[src/rtl/prog_chain_pkg.sv]
// Shared types and sizing helpers for the configuration scan-chain driver.
// Pulled in by the driver FSM, its phase divider and the bench.
package prog_chain_pkg;

    typedef enum logic [2:0] {
        IDLE,
        LD_FETCH,
        LD_SHIFT,
        RB_SHIFT,
        RB_PUSH,
        TAIL
    } state_t;

    localparam int DEF_CHAIN_LEN = 20;
    localparam int DEF_WORD_W    = 8;
    localparam int DEF_CLK_DIV   = 2;
    localparam int DEF_NUM_WORDS = (DEF_CHAIN_LEN + DEF_WORD_W - 1) / DEF_WORD_W;

    // Width of a counter that must hold values 0..n-1, never narrower than one bit.
    function automatic int cnt_width(input int n);
        return (n <= 2) ? 1 : $clog2(n);
    endfunction

    function automatic int num_words(input int chain_len, input int word_w);
        return (chain_len + word_w - 1) / word_w;
    endfunction

endpackage

[src/rtl/prog_chain_driver_clk_gen.sv]
// Phase divider for prog_clk: CLK_DIV low cycles then CLK_DIV high cycles while run is high.
// When stalled it always rests at the start of a low phase, so no partial pulses appear.
module prog_clk_gen
    import prog_chain_pkg::*;
#(
    parameter int CLK_DIV = DEF_CLK_DIV
) (
    input  logic clk,
    input  logic rst_n,
    input  logic run,
    output logic prog_clk,
    output logic low_first,
    output logic rise,
    output logic period_end
);

    localparam int PH_W = cnt_width(CLK_DIV);
    localparam logic [PH_W-1:0] PH_LAST = PH_W'(CLK_DIV - 1);

    logic [PH_W-1:0] phase_reg;
    logic            high_reg;

    always_ff @(posedge clk or negedge rst_n) begin
        if (!rst_n) begin
            phase_reg <= '0;
            high_reg  <= 1'b0;
        end else if (run) begin
            if (phase_reg == PH_LAST) begin
                phase_reg <= '0;
                high_reg  <= ~high_reg;
            end else begin
                phase_reg <= phase_reg + 1'b1;
            end
        end
    end

    assign prog_clk   = high_reg;
    assign low_first  = run && !high_reg && (phase_reg == '0);
    assign rise       = run && !high_reg && (phase_reg == PH_LAST);
    assign period_end = run &&  high_reg && (phase_reg == PH_LAST);

endmodule

[src/rtl/prog_chain_driver.sv]
// Master-side driver for the FPGA configuration chain: serialises load words LSB-first,
// or recirculates the chain once to read it back as words without disturbing it.
module prog_chain_driver
    import prog_chain_pkg::*;
#(
    parameter int CHAIN_LEN = DEF_CHAIN_LEN,
    parameter int WORD_W    = DEF_WORD_W,
    parameter int CLK_DIV   = DEF_CLK_DIV
) (
    input  logic              clk,
    input  logic              rst_n,
    input  logic              start_load,
    input  logic              start_read,
    output logic              busy,
    output logic              done,
    input  logic [WORD_W-1:0] wr_data,
    input  logic              wr_valid,
    output logic              wr_ready,
    output logic [WORD_W-1:0] rd_data,
    output logic              rd_valid,
    input  logic              rd_ready,
    output logic              prog_clk,
    output logic              prog_en,
    output logic              prog_in,
    input  logic              prog_out
);

    localparam int NUM_WORDS = num_words(CHAIN_LEN, WORD_W);
    localparam int BC_W = cnt_width(CHAIN_LEN + 1);
    localparam int WB_W = cnt_width(WORD_W + 1);
    localparam int WI_W = cnt_width(NUM_WORDS);
    localparam int TL_W = cnt_width(CLK_DIV);
    localparam logic [BC_W-1:0] BC_END  = BC_W'(CHAIN_LEN);
    localparam logic [WB_W-1:0] WB_END  = WB_W'(WORD_W);
    localparam logic [WI_W-1:0] WI_LAST = WI_W'(NUM_WORDS - 1);
    localparam logic [TL_W-1:0] TL_LAST = TL_W'(CLK_DIV - 1);

    state_t            state_reg;
    logic [BC_W-1:0]   bit_cnt_reg;
    logic [WB_W-1:0]   word_bits_reg;
    logic [WI_W-1:0]   word_idx_reg;
    logic [TL_W-1:0]   tail_cnt_reg;
    logic [WORD_W-1:0] shift_reg;
    logic [WORD_W-1:0] cap_reg;
    logic              busy_reg, done_reg, wr_ready_reg, rd_valid_reg, en_reg, in_reg;
    logic [WORD_W-1:0] rd_data_reg;
    logic              run, low_first, rise, period_end;

    assign run = (state_reg == LD_SHIFT) || (state_reg == RB_SHIFT);

    prog_clk_gen #(.CLK_DIV(CLK_DIV)) u_clk_gen (
        .clk        (clk),
        .rst_n      (rst_n),
        .run        (run),
        .prog_clk   (prog_clk),
        .low_first  (low_first),
        .rise       (rise),
        .period_end (period_end)
    );

    always_ff @(posedge clk or negedge rst_n) begin
        if (!rst_n) begin
            state_reg     <= IDLE;
            bit_cnt_reg   <= '0;
            word_bits_reg <= '0;
            word_idx_reg  <= '0;
            tail_cnt_reg  <= '0;
            shift_reg     <= '0;
            cap_reg       <= '0;
            busy_reg      <= 1'b0;
            done_reg      <= 1'b0;
            wr_ready_reg  <= 1'b0;
            rd_valid_reg  <= 1'b0;
            rd_data_reg   <= '0;
            en_reg        <= 1'b0;
            in_reg        <= 1'b0;
        end else begin
            done_reg <= 1'b0;
            case (state_reg)
                IDLE: begin
                    if (start_load) begin
                        state_reg    <= LD_FETCH;
                        busy_reg     <= 1'b1;
                        en_reg       <= 1'b1;
                        wr_ready_reg <= 1'b1;
                        bit_cnt_reg  <= '0;
                    end else if (start_read) begin
                        state_reg     <= RB_SHIFT;
                        busy_reg      <= 1'b1;
                        en_reg        <= 1'b1;
                        bit_cnt_reg   <= '0;
                        word_bits_reg <= '0;
                        word_idx_reg  <= '0;
                        cap_reg       <= '0;
                    end
                end
                LD_FETCH: begin
                    if (wr_valid && wr_ready_reg) begin
                        shift_reg     <= wr_data;
                        word_bits_reg <= '0;
                        wr_ready_reg  <= 1'b0;
                        state_reg     <= LD_SHIFT;
                    end
                end
                LD_SHIFT: begin
                    if (low_first) begin
                        in_reg    <= shift_reg[0];
                        shift_reg <= shift_reg >> 1;
                    end
                    if (rise) begin
                        bit_cnt_reg   <= bit_cnt_reg + 1'b1;
                        word_bits_reg <= word_bits_reg + 1'b1;
                    end
                    // Counts already include the bit whose period is ending.
                    if (period_end) begin
                        if (bit_cnt_reg == BC_END) begin
                            state_reg    <= TAIL;
                            tail_cnt_reg <= '0;
                        end else if (word_bits_reg == WB_END) begin
                            state_reg    <= LD_FETCH;
                            wr_ready_reg <= 1'b1;
                        end
                    end
                end
                RB_SHIFT: begin
                    // Recirculate: the bit leaving the chain end is fed straight back in.
                    if (low_first) begin
                        in_reg  <= prog_out;
                        cap_reg <= cap_reg | (WORD_W'(prog_out) << word_bits_reg);
                    end
                    if (rise) begin
                        bit_cnt_reg   <= bit_cnt_reg + 1'b1;
                        word_bits_reg <= word_bits_reg + 1'b1;
                    end
                    if (period_end && (word_bits_reg == WB_END || bit_cnt_reg == BC_END)) begin
                        state_reg    <= RB_PUSH;
                        rd_valid_reg <= 1'b1;
                        rd_data_reg  <= cap_reg;
                    end
                end
                RB_PUSH: begin
                    if (rd_ready) begin
                        rd_valid_reg <= 1'b0;
                        if (word_idx_reg == WI_LAST) begin
                            state_reg    <= TAIL;
                            tail_cnt_reg <= '0;
                        end else begin
                            state_reg     <= RB_SHIFT;
                            word_idx_reg  <= word_idx_reg + 1'b1;
                            word_bits_reg <= '0;
                            cap_reg       <= '0;
                        end
                    end
                end
                TAIL: begin
                    if (tail_cnt_reg == TL_LAST) begin
                        en_reg    <= 1'b0;
                        in_reg    <= 1'b0;
                        done_reg  <= 1'b1;
                        busy_reg  <= 1'b0;
                        state_reg <= IDLE;
                    end else begin
                        tail_cnt_reg <= tail_cnt_reg + 1'b1;
                    end
                end
                default: state_reg <= IDLE;
            endcase
        end
    end

    assign busy     = busy_reg;
    assign done     = done_reg;
    assign wr_ready = wr_ready_reg;
    assign rd_valid = rd_valid_reg;
    assign rd_data  = rd_data_reg;
    assign prog_en  = en_reg;
    assign prog_in  = in_reg;

endmodule
[config.mk]
export PLATFORM = sky130hd
export DESIGN_NAME = prog_chain_driver
export DESIGN_NICKNAME = d
export VERILOG_FILES = /design/src/rtl/prog_chain_pkg.sv /design/src/rtl/prog_chain_driver_clk_gen.sv /design/src/rtl/prog_chain_driver.sv
export SDC_FILE = /design/constraint.sdc
export NUM_CORES = 1
export LEC_CHECK = 0
export BUFFER_PORTS_ARGS = -buffer_cell sky130_fd_sc_hd__buf_2
export CORE_MARGIN = 2
export CORE_UTILIZATION = 30
export CTS_BUF_LIST = sky130_fd_sc_hd__clkbuf_8
export DETAILED_ROUTE_END_ITERATION = 7
export HOLD_SLACK_MARGIN = 0.03
export PLACE_DENSITY = 0.5
export SLEW_MARGIN = 20
export SYNTH_ARGS = -nofsm -noshare
export SYNTH_HDL_FRONTEND = slang
export SYNTH_SLANG_ARGS = --single-unit
export TNS_END_PERCENT = 30
[constraint.sdc]
create_clock -name clk -period 2 [get_ports clk]
set_clock_uncertainty 0.15 [all_clocks]
set_input_delay 0.3 -clock clk [delete_from_list [all_inputs] [get_ports clk]]
set_output_delay 0.3 -clock clk [all_outputs]
set_load 0.05 [all_outputs]
==> results of run 1 <==
## routing by layer
metal,GRT usage,part of all wire
met2,0.214,0.45
met3,0.0245,0.027
met5,0,0
met4,0.0405,0.016
met1,0.181,0.50
## critical path, delay by kind of cell, from the launching register on
family                     cells  cell delay [ps]
AOI/OAI and AO/OA              1              160
DFF                            1              380
and+or+nand+nor                3              850
buffers and inverters          1               60
adders and majority gates      1              220
## layout by cell type, fill, tap and decap left out, types with 2 or more instances in the layout
cell type	netlist	routed
bufinv_16	0	2
a31oi_2	2	2
and3_1	4	4
a21boi_1	3	3
nor2_1	12	12
or3_1	3	3
o31ai_1	6	6
inv_1	13	13
dfrtp_1	46	43
a22o_1	7	7
nand4b_1	3	3
buf_4	4	22
ha_1	5	5
buf_2	2	29
nand3b_1	3	3
a21oi_2	4	4
mux2i_1	8	8
nand2b_1	2	2
clkbuf_8	0	6
a21oi_1	17	17
or2_2	2	2
and4_1	2	2
dfrtp_2	0	3
o21ai_0	12	12
nor2b_1	4	4
nor3_1	4	4
nand3_1	7	7
nand2_1	21	21
a22oi_1	4	4
mux2_1	8	8
or4_1	3	3
and2_1	2	2
## cells by family after synthesis
kind of cell | synth area share
adder cells (fa/ha/maj) | 0.0250
multiplexers | 0.0724
AND/OR/NAND/NOR | 0.205
XOR/XNOR | 0.00349
AO/OA/AOI/OAI | 0.186
flip-flops | 0.459
buffers and inverters | 0.0489
## power groups by stage
stage	Combinational [uW]	Sequential (uW)	Clock [uW]
6_report	2240	1600	862
5_1_grt	2480	1670	917
2_1_floorplan	1430	1750	0
3_3_place_gp	2240	1600	0
3_5_place_dp	2240	1620	0
4_1_cts	2260	1600	888
## area by class of cell
type                       count  area (um^2)
timing repair buffer          53          340
multi-input combinational    174         1230
clock inverter                 2         60.1
clock buffer                   6         82.6
fill                         831         5120
sequential                    46         1150
inverter                      13         48.8
tap                          105          131
## path summary, 6_finish.rpt
kind / start / cells past startpoint / slack (ps) / endpoint
setup / recovery: word_idx_reg[0] / 6 / 130 / cap_reg[1]
hold reg to reg: cap_reg[7] / 2 / 330 / cap_reg[7]
hold / removal: wr_data[7] / 3 / 120 / shift_reg[7]
min in group asynchronous: rst_n / 2 / 310 / shift_reg[0]
max in group asynchronous: rst_n / 3 / 840 / state_reg[2]
setup reg to reg: word_idx_reg[0] / 6 / 130 / cap_reg[1]
## repair_timing
action	4_1_cts	5_1_grt
endpoints found under the setup margin	0	25
hold buffers	1	0
resized for setup	0	3
hold endpoints to repair	16	0
buffers inserted	0	0
## per-stage QoR
stage / worst slack (ps) / hold slack, ps / instance area (um^2) / std cells
2_1_floorplan: 117 / -146 / 2510 / 242
3_3_place_gp: 72.7 / 111 / 2900 / 390
3_5_place_dp: 12.3 / 111 / 2900 / 390
4_1_cts: 8.56 / 120 / 3050 / 399
5_1_grt: 18.1 / 145 / 3050 / 399
6_report: 126 / 123 / 3050 / 399
==> impl_metrics.env, run 1 <==
export IMPL_yosys_warnings=0
export IMPL_first_iter_violations=105
export IMPL_clock_sinks=46
export IMPL_vias=1956
export IMPL_clkTransAtPathRegs_ps=90
export IMPL_hold_path_class="input port to register"
export IMPL_io_pins=30
export IMPL_tightest_slew_ps=459
export IMPL_p_sw_uw=1950
export IMPL_ys_ff_latch=46
export IMPL_cp_required_ps=2100
export IMPL_rsz0062_at_grt="no"
export IMPL_critPathArrivalTime_ps=1970
export IMPL_root_buffer="clkbuf_8"
export IMPL_finalNetCount=313
export IMPL_h_tree_depth=2
export IMPL_ys_seq_area_frac=0.459
export IMPL_cp_start_kind="register"
export IMPL_endpoint_kind="register"
export IMPL_hpwlAfterDp_um=4250
export IMPL_cp_slowest_cell="dfrtp_1"
export IMPL_drc_errors=0
export IMPL_cts_tree="built"
export IMPL_grt_first_pass_wirelength_um=9440
export IMPL_slew_violations=0
export IMPL_power_uw=4700
export IMPL_first_global_vias=1913
export IMPL_antenna_found_initial=0
export IMPL_drtAntennaViolNets=0
export IMPL_maxCapViolCount=0
export IMPL_die_area_um2=9100
export IMPL_clk_latency_ps=300
export IMPL_cts_buffers=5
export IMPL_viasPerCell=4.90
export IMPL_relSlewSlack=0.691
export IMPL_swShare=0.415
export IMPL_powerDensity_nw_per_um2=1540
export IMPL_synth_nets=262
export IMPL_cts_buffer_depth=2
export IMPL_core_area_um2=8180
export IMPL_num_antenna_cells=0
export IMPL_syn_cell_area_um2=2510
export IMPL_synth_cell_types=56
export IMPL_synth_area_per_cell_um2=10.4
export IMPL_area_delta_synth_final_pct=21.7
export IMPL_wl_per_cell_um=14.1
export IMPL_hold_viol_final=0
export IMPL_die_y_um=95.4
export IMPL_p_int_uw=2750
export IMPL_critPathKind="register to register"
export IMPL_synthMostInstantiatedCell="dfrtp_1"
export IMPL_synth_common_cells="46 x dfrtp_1, 21 x nand2_1, 17 x a21oi_1"
export IMPL_peakVddDrop_v=0.000461
export IMPL_initial_core_util=0.307
export IMPL_firstDrtPassIters=4
export IMPL_finish_utilization=0.373
export IMPL_gr_usage_all_layers=0.132
export IMPL_routabilityCongestion=0.807
export IMPL_async_reset_ff_frac=1.00
export IMPL_fmax_ghz=0.534
export IMPL_die_w_um=95.4
export IMPL_setup_tns_ps=0
export IMPL_setup_viol=0
export IMPL_routed_wirelength_um=5610
export IMPL_io_buffers=29
export IMPL_crit_path_max_incr_delay_ps=380
export IMPL_leakage_uw=0.00138
export IMPL_p_seq_frac=0.341
export IMPL_clkPwrFrac=0.183
export IMPL_synth_edf_count=0
export IMPL_rows=33
export IMPL_grt_max_degree=19
export IMPL_synth_cells=242
export IMPL_yosysTopAreaCell="dfrtp_1"
export IMPL_drive_gt1_frac=0.286
export IMPL_finalCriticalPeriod_ps=1870
export IMPL_ys_flop_type="dfrtp_1"
export IMPL_cp_max_fo=4
export IMPL_yosysTopAreaCellShare=0.459
export IMPL_synth_area_top_cells="dfrtp_1 46%, mux2_1 3.6%, a21oi_1 3.4%"
export IMPL_status="finished, final reports clean"
export IMPL_overflow=0
export IMPL_path_cells="inv_1 -> ha_1 -> and4bb_2 -> or3_1 -> nor3_2 -> a22o_1"
export IMPL_final_period_utilization=0.937
export IMPL_p_comb_frac=0.476
Note: power is estimated with default switching activity, not from simulation.
==> run 2: changes to the inputs <==
==> constraint.sdc (replaced) <==
create_clock -name clk -period 2.1 [get_ports clk]
set_clock_uncertainty 0.15 [all_clocks]
set_input_delay 0.315 -clock clk [delete_from_list [all_inputs] [get_ports clk]]
set_output_delay 0.315 -clock clk [all_outputs]
set_load 0.05 [all_outputs]
==> impl_metrics.env, run 2 (synthesis results as in run 1) <==
export IMPL_io_buffers=29
export IMPL_routed_wirelength_um=5540
export IMPL_p_int_uw=2380
export IMPL_cp_required_ps=2140
export IMPL_area_delta_synth_final_pct=18.5
export IMPL_vias=1929
export IMPL_drtAntennaViolNets=0
export IMPL_die_area_um2=9100
export IMPL_preCtsSetupSlack_ps=109
export IMPL_critPathKind="register to register"
export IMPL_gr_usage_all_layers=0.135
export IMPL_p_comb_frac=0.480
export IMPL_drc_errors=0
export IMPL_first_global_vias=1930
export IMPL_hpwlAfterDp_um=4230
export IMPL_swShare=0.435
export IMPL_clk_latency_ps=300
export IMPL_nFillCells=846
export IMPL_grt_first_pass_wirelength_um=9610
export IMPL_antenna_found_initial=0
export IMPL_h_tree_depth=2
export IMPL_wl_per_cell_um=14.1
export IMPL_cts_setup_buffers=0
export IMPL_cts_buffers=5
export IMPL_overflow=0
export IMPL_grt_max_degree=26
export IMPL_setup_tns_ps=0
export IMPL_peakVddDrop_v=0.000440
export IMPL_crit_buf_inv=0
export IMPL_layout_commonest_cell="dfrtp_1"
export IMPL_firstDrtPassIters=4
export IMPL_regArea_um2=1150
export IMPL_status="finished, final reports clean"
export IMPL_initial_core_util=0.307
export IMPL_cts_buffer_depth=2
export IMPL_first_iter_violations=118
export IMPL_whs_ps=125
export IMPL_fmax_ghz=0.522
export IMPL_cp_max_fo=12
export IMPL_leakage_uw=0.00134
export IMPL_core_area_um2=8180
export IMPL_critPathTopFamily="simple AND/OR/NAND/NOR gates"
export IMPL_io_pins=30
export IMPL_tightest_slew_ps=542
export IMPL_cp_slowest_cell="dfrtp_1"
export IMPL_die_y_um=95.4
export IMPL_num_antenna_cells=0
export IMPL_clkPwrFrac=0.159
export IMPL_relSlewSlack=0.639
export IMPL_rows=33
export IMPL_path_cells="or3b_4 -> a31oi_2 -> nand3_1 -> a211o_1"
export IMPL_die_w_um=95.4
export IMPL_slew_violations=0
export IMPL_viasPerCell=4.91
export IMPL_maxCapViolCount=0
export IMPL_clkTransAtPathRegs_ps=90
export IMPL_powerDensity_nw_per_um2=1420
export IMPL_cts_tree="built"
export IMPL_layout_setup_ws_ps=183
export IMPL_p_seq_frac=0.361
export IMPL_final_period_utilization=0.913
export IMPL_rsz0062_at_grt="no"
export IMPL_p_sw_uw=1830
export IMPL_hold_path_class="input port to register"
export IMPL_layout_common_cells="45 x dfrtp_1, 29 x buf_2, 21 x nand2_1, 17 x a21oi_1, 16 x buf_4"
export IMPL_drive_gt1_frac=0.264
export IMPL_critPathArrivalTime_ps=1960
export IMPL_hold_viol_final=0
export IMPL_crit_path_max_incr_delay_ps=530
export IMPL_root_buffer="clkbuf_8"
export IMPL_endpoint_kind="register"
export IMPL_power_uw=4210
export IMPL_finalCriticalPeriod_ps=1920
export IMPL_finalNetCount=307
export IMPL_clock_sinks=46
export IMPL_multi_input_area_um2=1230
export IMPL_setup_viol=0
export IMPL_routabilityCongestion=0.837
export IMPL_cp_start_kind="register"
[run 2: changes by cell type in the layout (fill, tap and decap cells not counted), sizes merged]
cell,before,now
buf,52,46
bufinv,2,1
clkbuf,6,5
clkinv,0,2
[run 2: worst reg2reg max path: stages, from the launching register on]
cell	delay, ps
dfrtp_1	530
or3b_4	470
a31oi_2	220
nand3_1	130
a211o_1	300
[run 2: metal layers]
layer	part of all wire	global-route usage	wire length, um	up-vias
li1	-	-	-	977
met1	0.50	0.183	2760	926
met3	0.025	0.0253	139	4
met5	0	0	0	-
met4	0.011	0.0286	63	0
met2	0.47	0.226	2580	22
[run 2: power groups by stage]
| stage | clock (uW) | sequential (uW) | combinational [uW] |
|---|---|---|---|
| floorplan | 0 | 1670 | 1360 |
| global placement | 0 | 1530 | 2030 |
| detailed placement | 0 | 1540 | 2040 |
| CTS | 692 | 1520 | 2050 |
| global route | 725 | 1590 | 2260 |
| finish | 669 | 1520 | 2020 |
[run 2: what timing repair did]
item / CTS / global route
endpoints found under the setup margin: 0 / 8
hold buffers: 1 / 0
hold endpoints to repair: 21 / 0
gates resized for setup: 0 / 1
[run 2: cell type report]
cell class / instances / area share
clock buffers: 5 / 0.0232
repair buffers: 47 / 0.0994
clock inverters: 3 / 0.0135
well taps: 105 / 0.0442
inverters: 13 / 0.0164
flip-flops and latches: 46 / 0.388
multi-input cells: 174 / 0.415
[run 2: worst paths after layout]
kind                              startpoint               end  slack, ps  cells after the start
worst max-delay path            state_reg[2]  word_bits_reg[3]        180                      4
worst min-delay path              wr_data[7]      shift_reg[7]        120                      3
worst max register to register  state_reg[2]  word_bits_reg[3]        180                      4
worst min register to register    cap_reg[7]        cap_reg[7]        330                      2
max in group asynchronous              rst_n      state_reg[1]        890                      3
min in group asynchronous              rst_n      shift_reg[3]        370                      2
[run 2: stage by stage]
| step | instance area [um^2] | util | std cells |
|---|---|---|---|
| 6_report | 2970 | 0.363 | 393 |
| 4_1_cts | 2970 | 0.363 | 393 |
| 2_1_floorplan | 2510 | - | 242 |
| 5_1_grt | 2970 | 0.363 | 393 |
| 3_5_place_dp | 2850 | 0.349 | 384 |
| 3_3_place_gp | 2850 | 0.349 | 384 |
==> run 3: changes to the inputs <==
--- a/config.mk
+++ b/config.mk
@@ -6,7 +6,7 @@
 export NUM_CORES = 1
 export LEC_CHECK = 0
 export BUFFER_PORTS_ARGS = -buffer_cell sky130_fd_sc_hd__buf_2
-export CORE_MARGIN = 2
+export CORE_MARGIN = 10
 export CORE_UTILIZATION = 30
 export CTS_BUF_LIST = sky130_fd_sc_hd__clkbuf_8
 export DETAILED_ROUTE_END_ITERATION = 7
==> impl_metrics.env, run 3 (synthesis results as in run 1) <==
export IMPL_finish_utilization=0.362
export IMPL_gr_usage_all_layers=0.0952
export IMPL_clk_latency_ps=300
export IMPL_drc_errors=0
export IMPL_root_buffer="clkbuf_8"
export IMPL_critPathArrivalTime_ps=2020
export IMPL_clkTransAtPathRegs_ps=90
export IMPL_antenna_found_initial=0
export IMPL_setup_tns_ps=0
export IMPL_grt_first_pass_wirelength_um=10000
export IMPL_firstDrtPassIters=4
export IMPL_die_w_um=111
export IMPL_cp_max_fo=15
export IMPL_layout_commonest_cell="dfrtp_1"
export IMPL_busiest_layer="met2"
export IMPL_grt_met1_usage=0.118
export IMPL_area_delta_synth_final_pct=18.2
export IMPL_cp_required_ps=2180
export IMPL_initial_core_util=0.307
export IMPL_h_tree_depth=2
export IMPL_hpwlAfterDp_um=4380
export IMPL_whs_ps=135
export IMPL_hold_viol_final=0
export IMPL_tightest_slew_ps=549
export IMPL_powerDensity_nw_per_um2=1420
export IMPL_num_antenna_cells=0
export IMPL_viasPerCell=4.87
export IMPL_critPathKind="register to register"
export IMPL_io_pins=30
export IMPL_endpoint_kind="register"
export IMPL_core_area_um2=8180
export IMPL_finalNetCount=306
export IMPL_die_y_um=111
export IMPL_overflow=0
export IMPL_first_iter_violations=80
export IMPL_dpl_cell_area_um2=2840
export IMPL_fmax_ghz=0.515
export IMPL_cts_tree="built"
export IMPL_routed_wirelength_um=5700
export IMPL_ctsResizeCount=0
export IMPL_slew_violations=0
export IMPL_die_area_um2=12400
export IMPL_cts_buffers=5
export IMPL_first_global_vias=1995
export IMPL_vias=1910
export IMPL_finalCriticalPeriod_ps=1940
export IMPL_peakVddDrop_v=0.000385
export IMPL_setup_viol=0
export IMPL_drive_gt1_frac=0.254
export IMPL_clock_sinks=46
export IMPL_relSlewSlack=0.634
export IMPL_drtAntennaViolNets=0
export IMPL_cts_setup_buffers=0
export IMPL_status="finished, final reports clean"
export IMPL_rows=33
export IMPL_wl_per_cell_um=14.5
export IMPL_rsz0062_at_grt="no"
export IMPL_cts_buffer_depth=2
export IMPL_leakage_uw=0.00133
export IMPL_io_buffers=29
export IMPL_hold_path_class="input port to register"
export IMPL_fin_area_um2=2960
export IMPL_layout_common_cells="46 x dfrtp_1, 29 x buf_2, 21 x nand2_1, 17 x a21oi_1, 15 x buf_4"
export IMPL_cp_start_kind="register"
export IMPL_maxCapViolCount=0
export IMPL_use_met3=0.0220
export IMPL_routabilityCongestion=0.860
export IMPL_grt_max_degree=26
export IMPL_final_period_utilization=0.925
export IMPL_gr_usage_met2=0.154
## run 3: final timing paths
| check | start | to | slack, ps | cells past startpoint |
|---|---|---|---|---|
| min | wr_data[7] | shift_reg[7] | 140 | 3 |
| max reg2reg | state_reg[1] | shift_reg[4] | 160 | 4 |
| max | state_reg[1] | shift_reg[4] | 160 | 4 |
| min reg2reg | cap_reg[3] | cap_reg[3] | 340 | 2 |
| min in group asynchronous | rst_n | shift_reg[3] | 380 | 2 |
| max in group asynchronous | rst_n | state_reg[1] | 890 | 3 |
## run 3: routing by layer
layer / vias up / part of all wire
met5: - / 0
met4: 0 / 0.022
met3: 7 / 0.043
met2: 27 / 0.47
met1: 904 / 0.46
li1: 972 / -
## run 3: what timing repair did
item / 4_1_cts / 5_1_grt
hold endpoints to repair: 21 / 0
hold buffers: 1 / 0
endpoints found under the setup margin: 0 / 0
## run 3: final cells by class
class,instances,area (um^2)
fill,844,5210
timing repair buffer,46,288
clock buffer,5,68.8
multi-input combinational,174,1230
inverter,13,48.8
clock inverter,3,41.3
tap,105,131
sequential,46,1150
## run 3: power breakdown
part           switching (uW)  internal, uW
Clock                     310           351
Sequential                302          1200
Combinational            1220           819
Total                    1830          2370
## run 3: worst max-delay path: stages, from the launching register on
cell and delay, ps:
dfrtp_1 590, or4b_4 540, a21oi_4 390, nor2_1 80
a21oi_1 130
## run 3: metrics by stage
stage | std cells | worst slack [ps] | power [uW]
after CTS | 392 | 140 | 4260
final | 392 | 157 | 4200
after global placement | 383 | 140 | 3560
after detailed placement | 383 | 155 | 3580
after global routing | 392 | 23.8 | 4570
after floorplan | 242 | 217 | 3030
